--- src/rtl/mem_arbiter_pkg.sv ---
// Shared types and constants for the two-port memory arbiter.
// Optional round-robin arbitration is selected with MEM_ARB_RR_EN.
package mem_arbiter_pkg;

  localparam int DW = 16;

  localparam logic OWN_IF = 1'b0;
  localparam logic OWN_D  = 1'b1;

  typedef enum logic [1:0] {
    ST_IDLE   = 2'd0,
    ST_ACCESS = 2'd1,
    ST_RESP   = 2'd2
  } state_e;

endpackage

--- src/rtl/mem_arbiter_pick.sv ---
// Combinational winner select between the fetch and data requesters.
// MEM_ARB_RR_EN defined: round-robin on ties; undefined: data always wins ties.
module mem_arb_pick
  import mem_arbiter_pkg::*;
(
  input  logic if_req,
  input  logic d_req,
`ifdef MEM_ARB_RR_EN
  input  logic last_owner,
`endif
  output logic any_req,
  output logic owner
);

  always_comb begin
    any_req = if_req | d_req;
    owner   = OWN_IF;
    if (d_req && !if_req) begin
      owner = OWN_D;
    end else if (d_req && if_req) begin
`ifdef MEM_ARB_RR_EN
      // On a tie the requester that was not served last goes first.
      owner = (last_owner == OWN_D) ? OWN_IF : OWN_D;
`else
      owner = OWN_D;
`endif
    end
  end

endmodule

--- src/rtl/mem_arbiter.sv ---
// Single-outstanding arbiter sharing one memory port between fetch and data.
// Define MEM_ARB_RR_EN for round-robin arbitration instead of data priority.
module mem_arbiter
  import mem_arbiter_pkg::*;
#(
  parameter int LATENCY = 2,
  parameter int AW      = 16
) (
  input  logic          clk,
  input  logic          rst,
  input  logic          if_req,
  input  logic [AW-1:0] if_addr,
  output logic          if_gnt,
  output logic          if_valid,
  output logic [DW-1:0] if_rdata,
  input  logic          d_req,
  input  logic          d_wr,
  input  logic [AW-1:0] d_addr,
  input  logic [DW-1:0] d_wdata,
  output logic          d_gnt,
  output logic          d_valid,
  output logic [DW-1:0] d_rdata,
  input  logic          hlt,
  output logic          mem_en,
  output logic          mem_wr,
  output logic [AW-1:0] mem_addr,
  output logic [DW-1:0] mem_wdata,
  input  logic [DW-1:0] mem_rdata,
  output logic          busy,
  output state_e        fsm_state
);

  localparam logic [2:0] LAT_M1 = 3'(LATENCY - 1);

  // Handshake: a requester holds req and its payload until it sees a one-cycle
  // gnt; the accepted transaction then answers with a one-cycle valid.
  state_e          state;
  state_e          state_nxt;
  logic [2:0]      cnt;
  logic [2:0]      cnt_nxt;
  logic            take;
  logic            last_done;
  logic            pick_any;
  logic            pick_owner;

  logic            owner;
  logic            lat_wr;
  logic [AW-1:0]   lat_addr;
  logic [DW-1:0]   lat_wdata;
  logic            if_gnt_q;
  logic            d_gnt_q;
  logic [DW-1:0]   if_rdata_q;
  logic [DW-1:0]   d_rdata_q;

`ifdef MEM_ARB_RR_EN
  logic            last_owner;

  always_ff @(posedge clk or negedge rst) begin
    if (!rst) begin
      last_owner <= OWN_IF;
    end else if (take) begin
      last_owner <= pick_owner;
    end
  end
`endif

  mem_arb_pick u_pick (
    .if_req     (if_req),
    .d_req      (d_req),
`ifdef MEM_ARB_RR_EN
    .last_owner (last_owner),
`endif
    .any_req    (pick_any),
    .owner      (pick_owner)
  );

  always_ff @(posedge clk or negedge rst) begin
    if (!rst) begin
      state <= ST_IDLE;
      cnt   <= 3'd0;
    end else begin
      state <= state_nxt;
      cnt   <= cnt_nxt;
    end
  end

  always_comb begin
    state_nxt = state;
    cnt_nxt   = cnt;
    take      = 1'b0;
    last_done = 1'b0;
    case (state)
      ST_IDLE: begin
        if (!hlt && pick_any) begin
          take      = 1'b1;
          cnt_nxt   = LAT_M1;
          state_nxt = ST_ACCESS;
        end
      end
      ST_ACCESS: begin
        if (cnt == 3'd0) begin
          last_done = 1'b1;
          state_nxt = ST_RESP;
        end else begin
          cnt_nxt = cnt - 3'd1;
        end
      end
      ST_RESP: begin
        state_nxt = ST_IDLE;
      end
      default: begin
        state_nxt = ST_IDLE;
        cnt_nxt   = 3'd0;
      end
    endcase
  end

  // Fetches never write, so their wr and wdata are latched as zero.
  always_ff @(posedge clk or negedge rst) begin
    if (!rst) begin
      owner      <= OWN_IF;
      lat_wr     <= 1'b0;
      lat_addr   <= '0;
      lat_wdata  <= '0;
      if_gnt_q   <= 1'b0;
      d_gnt_q    <= 1'b0;
      if_rdata_q <= '0;
      d_rdata_q  <= '0;
    end else begin
      if_gnt_q <= take && (pick_owner == OWN_IF);
      d_gnt_q  <= take && (pick_owner == OWN_D);
      if (take) begin
        owner     <= pick_owner;
        lat_wr    <= (pick_owner == OWN_D) && d_wr;
        lat_addr  <= (pick_owner == OWN_D) ? d_addr : if_addr;
        lat_wdata <= (pick_owner == OWN_D) ? d_wdata : '0;
      end
      if (last_done) begin
        if (owner == OWN_D) begin
          d_rdata_q <= lat_wr ? '0 : mem_rdata;
        end else begin
          if_rdata_q <= mem_rdata;
        end
      end
    end
  end

  assign mem_en    = (state == ST_ACCESS);
  assign mem_wr    = mem_en && lat_wr;
  assign mem_addr  = mem_en ? lat_addr : '0;
  assign mem_wdata = mem_en ? lat_wdata : '0;

  assign if_gnt    = if_gnt_q;
  assign d_gnt     = d_gnt_q;
  assign if_valid  = (state == ST_RESP) && (owner == OWN_IF);
  assign d_valid   = (state == ST_RESP) && (owner == OWN_D);
  assign if_rdata  = if_rdata_q;
  assign d_rdata   = d_rdata_q;
  assign busy      = (state != ST_IDLE);
  assign fsm_state = state;

endmodule

--- config.mk ---
export PLATFORM = sky130hd
export DESIGN_NAME = mem_arbiter
export DESIGN_NICKNAME = d
export VERILOG_FILES = /design/src/rtl/mem_arbiter_pkg.sv /design/src/rtl/mem_arbiter_pick.sv /design/src/rtl/mem_arbiter.sv
export SDC_FILE = /design/constraint.sdc
export NUM_CORES = 1
export LEC_CHECK = 0
export CAP_MARGIN = 20
export CORE_UTILIZATION = 45
export CTS_CLUSTER_DIAMETER = 60
export DETAILED_ROUTE_END_ITERATION = 8
export GPL_ROUTABILITY_DRIVEN = 0
export PLACE_DENSITY = 0.89
export SLEW_MARGIN = 20
export SYNTH_ARGS = -nofsm -noshare
export SYNTH_HDL_FRONTEND = slang
export SYNTH_SLANG_ARGS = --single-unit
--- constraint.sdc ---
create_clock -name clk -period 3.7 [get_ports clk]
set_clock_uncertainty 0.1 [all_clocks]
set_input_delay 0.925 -clock clk [delete_from_list [all_inputs] [get_ports clk]]
set_output_delay 0.925 -clock clk [all_outputs]
set_load 0.005 [all_outputs]
### After elaboration in Yosys (flattened, before gate mapping)

Cells that the tools add are included.

| storage, ports and cells | value |
|---|---|
| input port bits | 70 |
| register bits after elaboration | 73 |
| logic and storage cells | 55 |
| RAM bits | 0 |
| latch bits | 0 |
| output and inout bits | 73 |
| ROM bits | 0 |
| memories | 0 |

| operators by class | value |
|---|---|
| eq/ne operators | 5 |
| bitwise gates (word level) | 4 |
| add/sub/neg operators | 1 |
| shift operators | 0 |
| reduce and logical (&&, ||, !) cells | 18 |
| magnitude comparators | 0 |
| mux-type cells | 17 |
| div/mod/pow operators | 0 |
| multipliers | 0 |

Operator list:

| operator | count |
|---|---|
| 16-bit two-way mux | 5 |
| 1-bit logical AND | 9 |
| 3-bit case mux with 3 select lines | 1 |
| 1-bit two-way mux | 6 |
| 3-bit two-way mux | 2 |
| 2-bit AND reduction | 3 |
| 2-bit two-way mux | 2 |
| 2-bit inequality test, second input constant | 2 |
| 2-bit case mux with 2 select lines | 1 |
| 3-bit zero test | 1 |
| 1-bit NOT | 3 |
| 3-bit AND reduction | 1 |
| 3-bit by 1-bit subtractor with 3-bit output, second input constant | 1 |
| 2-bit by 1-bit == test with 1-bit output, second input constant | 1 |
| 2-bit == test, second input constant | 1 |
| 1-bit zero test | 2 |
| 2-bit zero test | 1 |
| 2-bit by 1-bit inequality test with 1-bit output, second input constant | 1 |
| 2-bit nonzero test | 1 |
| 1-bit bitwise OR | 1 |

### Logic depth before layout (Yosys ltp)

| logic depth | value |
|---|---|
| depth after elaboration | 5 |
| depth in mapped cells | 7 |
| mapped depth without buffers | 6 |

### By module

From an unflattened synthesis, not the netlist that was laid out.

| second synthesis, totals | value |
|---|---|
| cells, all modules | 321 |
| area, all modules | 3408.3 um2 |

Modules (own cells, without submodules):

| module | instances | cells each | sequential area each (um2) | area an instance (um2) |
|---|---|---|---|---|
| mem_arbiter | 1 | 319 | 1826.8 | 3398.3 |
| mem_arb_pick | 1 | 2 | 0.0 | 10.0 |

### Worst setup path before layout

OpenSTA, ideal clock, no wires.

| timing path | value |
|---|---|
| path type | reg-to-output |
| from | register state[1], in the netlist fsm_state[1] |
| to | output port mem_wdata[10] |
| cell stages (with the launch flop) | 6 |
| path slack | 1.456 ns |
| required time | 2.675 ns |
| path buffers | 2 |
| data arrival time | 1.219 ns |
| path through | dfrtp_1 > nand2b_1 > buf_6 > inv_1 > clkbuf_1 > and2_1 |

| on the way | value |
|---|---|
| longest elaborated chain between the ends | 2 |

RTL lines:

| item | line | RTL |
|---|---|---|
| start, declared | mem_arbiter.sv:37 | `state_e state;` |
| start signal, assigned | mem_arbiter.sv:82 | `state <= state_nxt;` |
| 2-bit by 1-bit == test with 1-bit output | mem_arbiter.sv:148 | `assign mem_en = (state == ST_ACCESS);` |
| via mem_en | mem_arbiter.sv:24 | `output logic mem_en,` |
| 16-bit two-way mux | mem_arbiter.sv:151 | `assign mem_wdata = mem_en ? lat_wdata : '0;` |
| end, declared | mem_arbiter.sv:27 | `output logic [DW-1:0] mem_wdata,` |

The timed path passes the listed nets, and every way through them passes these cells.

### Worst setup path after layout

| timing path | value |
|---|---|
| from | register state[1], in the netlist fsm_state[1] |
| to | output port mem_addr[15] |

| on the way | value |
|---|---|
| longest elaborated chain between the ends | 2 |

RTL lines:

| item | line | RTL |
|---|---|---|
| 2-bit by 1-bit == test with 1-bit output | mem_arbiter.sv:148 |  |
| 16-bit two-way mux | mem_arbiter.sv:150 | `assign mem_addr = mem_en ? lat_addr : '0;` |
| end, declared | mem_arbiter.sv:26 | `output logic [AW-1:0] mem_addr,` |

Every way passes these cells.

==> flow_summary_export.csv <==
group,metric,value,unit
critical_path,worstRegToRegCells,6,
synthesis,synth-main-ff-cell,"dfrtp_1",
critical_path,slowest_stage,"clkdlybuf4s50_1",
timing,finalSetupTns,0,ns
timing,rsz0062_at_grt,"false",
grt,grt_overflow,0,
power_and_ir_drop,power,3.694,mW
cts,cts_resized,0,
grt,top_usage_layer,"met2",
layout,fin_area,4923,um2
critical_path,critPathCaptureType,"primary output",
grt,track_usage,22.60,%
hold_path,holdPathEnd,"d_rdata[11]$_DFFE_PN0P_",
die,core,6869,um2
route,finalWirelength,8058,um
route,wl_per_cell,15.89,um
timing,final.min_clock_period,3.243,ns
synthesis,ys_warn_count,0,
die,die_area,7565,um2
timing,hold_viol,0,
grt,grt_pass1_vias,2740,
cts,holdBufCountCts,0,
cts,clock_sinks,73,
cts,htree_levels,3,
power_and_ir_drop,ir_worst_vdd,0.3589,mV
route,ant_nets,0,
flow_run,maxCapViolCount,0,
critical_path,path_class,"reg2out",
place,placement.io_buffers,142,
layout,n_antenna_cell,0,
critical_path,crit_family,"buffers and inverters",
place,placed_cell_area,4752,um2
timing,period_share,87.64,%
timing,max_slew_margin,39.26,%
route,viasPerCell,4.998,
route,drc_errors,0,
synthesis,postSynthCellCount,264,
place,dp_hpwl,5698,um
layout,instances_no_fill,507,
timing,setup_violations,0,
place,place_ws,0.8431,ns
critical_path,crit_buf_inv,3,
synthesis,syn_nets,336,
cts,cts_buffer_depth,2,
critical_path,rr_endpoint,"if_rdata[4]$_DFFE_PN0P_",
synthesis,synth_edf_count,0,
critical_path,path_depth,5,
die,die_h,86.98,um
cts,cts_root_buf,"clkbuf_8",
synthesis,ys_seq_area_share,56.22,%
cts,clock_latency,0.33,ns
synthesis,syn_area,3249,um2
synthesis,ys_seq_elements,73,
hold_path,hp-class,"reg2reg",
route,vias,2534,
grt,grtUsageMet2,37.15,%
critical_path,start_kind,"register",
grt,antenna_found_initial,0,
timing,worst_pin_slew,0.9112,ns
timing,fmax,308.4,MHz
critical_path,cp_data_required_time,2.67,ns
die,start_util,47.30,%
cts,cts_tree,"done",
layout,nets,478,
layout,layout-drive-gt1-share,18.98,%
grt,grtUsageMet1,28.05,%
hold_path,whs_path_depth,2,
cts,numCtsBuffers,9,
synthesis,synth_cell_types,26,
layout,areaGrowthSynthToFinish,51.52,%
grt,grt_util_met3,7.867,%
critical_path,critical_path.cell_chain,"nand2b_1 > inv_1 > buf_4 > and2_1 > clkdlybuf4s50_1",
power_and_ir_drop,p_leak,2.104,nW
critical_path,rrSetupSlack,1.36,ns
synthesis,avgSynthCellArea,12.31,um2
layout,final_cell_mix,"141 x clkdlybuf4s50_1, 73 x dfrtp_1, 48 x mux2_2",
die,ios,143,
synthesis,async_flop_share,100.0,%
grt,grt_max_degree,74,
timing,maxSlewViolCount,0,
hold_path,hp-start,"d_rdata[11]$_DFFE_PN0P_",
critical_path,cp_max_fo,34,
layout,nFillCells,487,
cts,post-cts-setup-buffer-count,0,
critical_path,slowest_delay,0.53,ns
layout,layout_commonest_cell,"clkdlybuf4s50_1",
timing,setup_ws,0.4571,ns
die,die_x,86.98,um
grt,grt_pass1_wl,12860,um
route,first_pass_iters,4,
power_and_ir_drop,power_density,750.2,nW/um2
critical_path,arrival,2.22,ns
critical_path,rr_startpoint,"cnt[0]$_DFFE_PN0P_",
run_status,outcome,"completed",
cts,clkTransAtPathRegs,0.08,ns
place,placed_cells,491,
route,drt_iter0_drc,58,
die,row_count,30,
## worst max-delay path by stage
stage,slack (ns),start,to
after floorplan,1.46,fsm_state[1]$_DFFE_PN0P_,mem_wdata[10]
after global placement,0.88,fsm_state[1]$_DFFE_PN0P_,mem_addr[15]
after detailed placement,0.84,fsm_state[1]$_DFFE_PN0P_,mem_addr[15]
after CTS,0.45,fsm_state[1]$_DFFE_PN0P_,mem_addr[15]
after global routing,0.37,fsm_state[1]$_DFFE_PN0P_,mem_addr[15]
final,0.46,fsm_state[1]$_DFFE_PN0P_,mem_addr[15]
## routing by layer
layer / vias up / wire length (um) / part of all wire [%]
met5: - / 0 / 0
met4: 0 / 53 / 0.66
met3: 4 / 738 / 9.2
met2: 120 / 3856 / 48
met1: 1223 / 3408 / 42
li1: 1187 / - / -
## worst min-delay path: cells and delay by family, from the launching register on
| family | cells | cell delay [ns] |
|---|---|---|
| AO/OA/AOI/OAI | 1 | 0.06 |
| AND/OR/NAND/NOR | 1 | 0.04 |
| flip-flops | 1 | 0.35 |
## cell families after synthesis
logic type | after synthesis | synth area share, %
AO/OA/AOI/OAI | 41 | 8.780
adder cells (fa/ha/maj) | 2 | 0.7700
buffers and inverters | 22 | 3.427
AND/OR/NAND/NOR | 78 | 14.17
flip-flops | 73 | 56.22
multiplexers | 48 | 16.63
## final cells by class
type / instances / area (um2) / share of cell area [%]
sequential: 73 / 1827 / 37.10
timing repair buffer: 148 / 1464 / 29.73
multi-input combinational: 169 / 1323 / 26.86
clock buffer: 9 / 123.9 / 2.516
tap: 96 / 120.1 / 2.440
clock inverter: 7 / 47.55 / 0.9657
inverter: 5 / 18.77 / 0.3812
## cell usage after synthesis (3+ instances only)
library cell  count  area, um2
dfrtp_1          73       1827
mux2_2           48      540.5
and2_1           34      212.7
o21ai_0          18      90.09
a22o_1           17      148.9
nand2b_1         17      106.4
nand2_1          16      60.06
buf_2             8      40.04
clkbuf_1          7      26.28
inv_1             5      18.77
nor3_1            3      15.01
## report_power, final
part	internal, mW	switching, mW	leakage (nW)
registers	1.19	0.241	0.897
clock network	0.242	0.299	0.0850
logic	1.12	0.609	1.12
total	2.55	1.15	2.10
## registers in the layout, summed over array words and instances, names as in the netlist
name,cells
lat_addr,16
d_gnt,1
if_gnt,1
d_rdata,16
cnt,3
lat_wr,1
owner,1
lat_wdata,16
fsm_state,2
if_rdata,16
## through the flow
stage | hold slack, ns | util (%)
finish | 0.3823 | 71.68
global route | 0.4094 | 71.68
CTS | 0.3862 | 71.68
detailed placement | 0.3700 | 69.18
global placement | 0.3619 | 69.18
floorplan | 0.3644 | -
No activity file was read; power rests on OpenSTA's default activity.
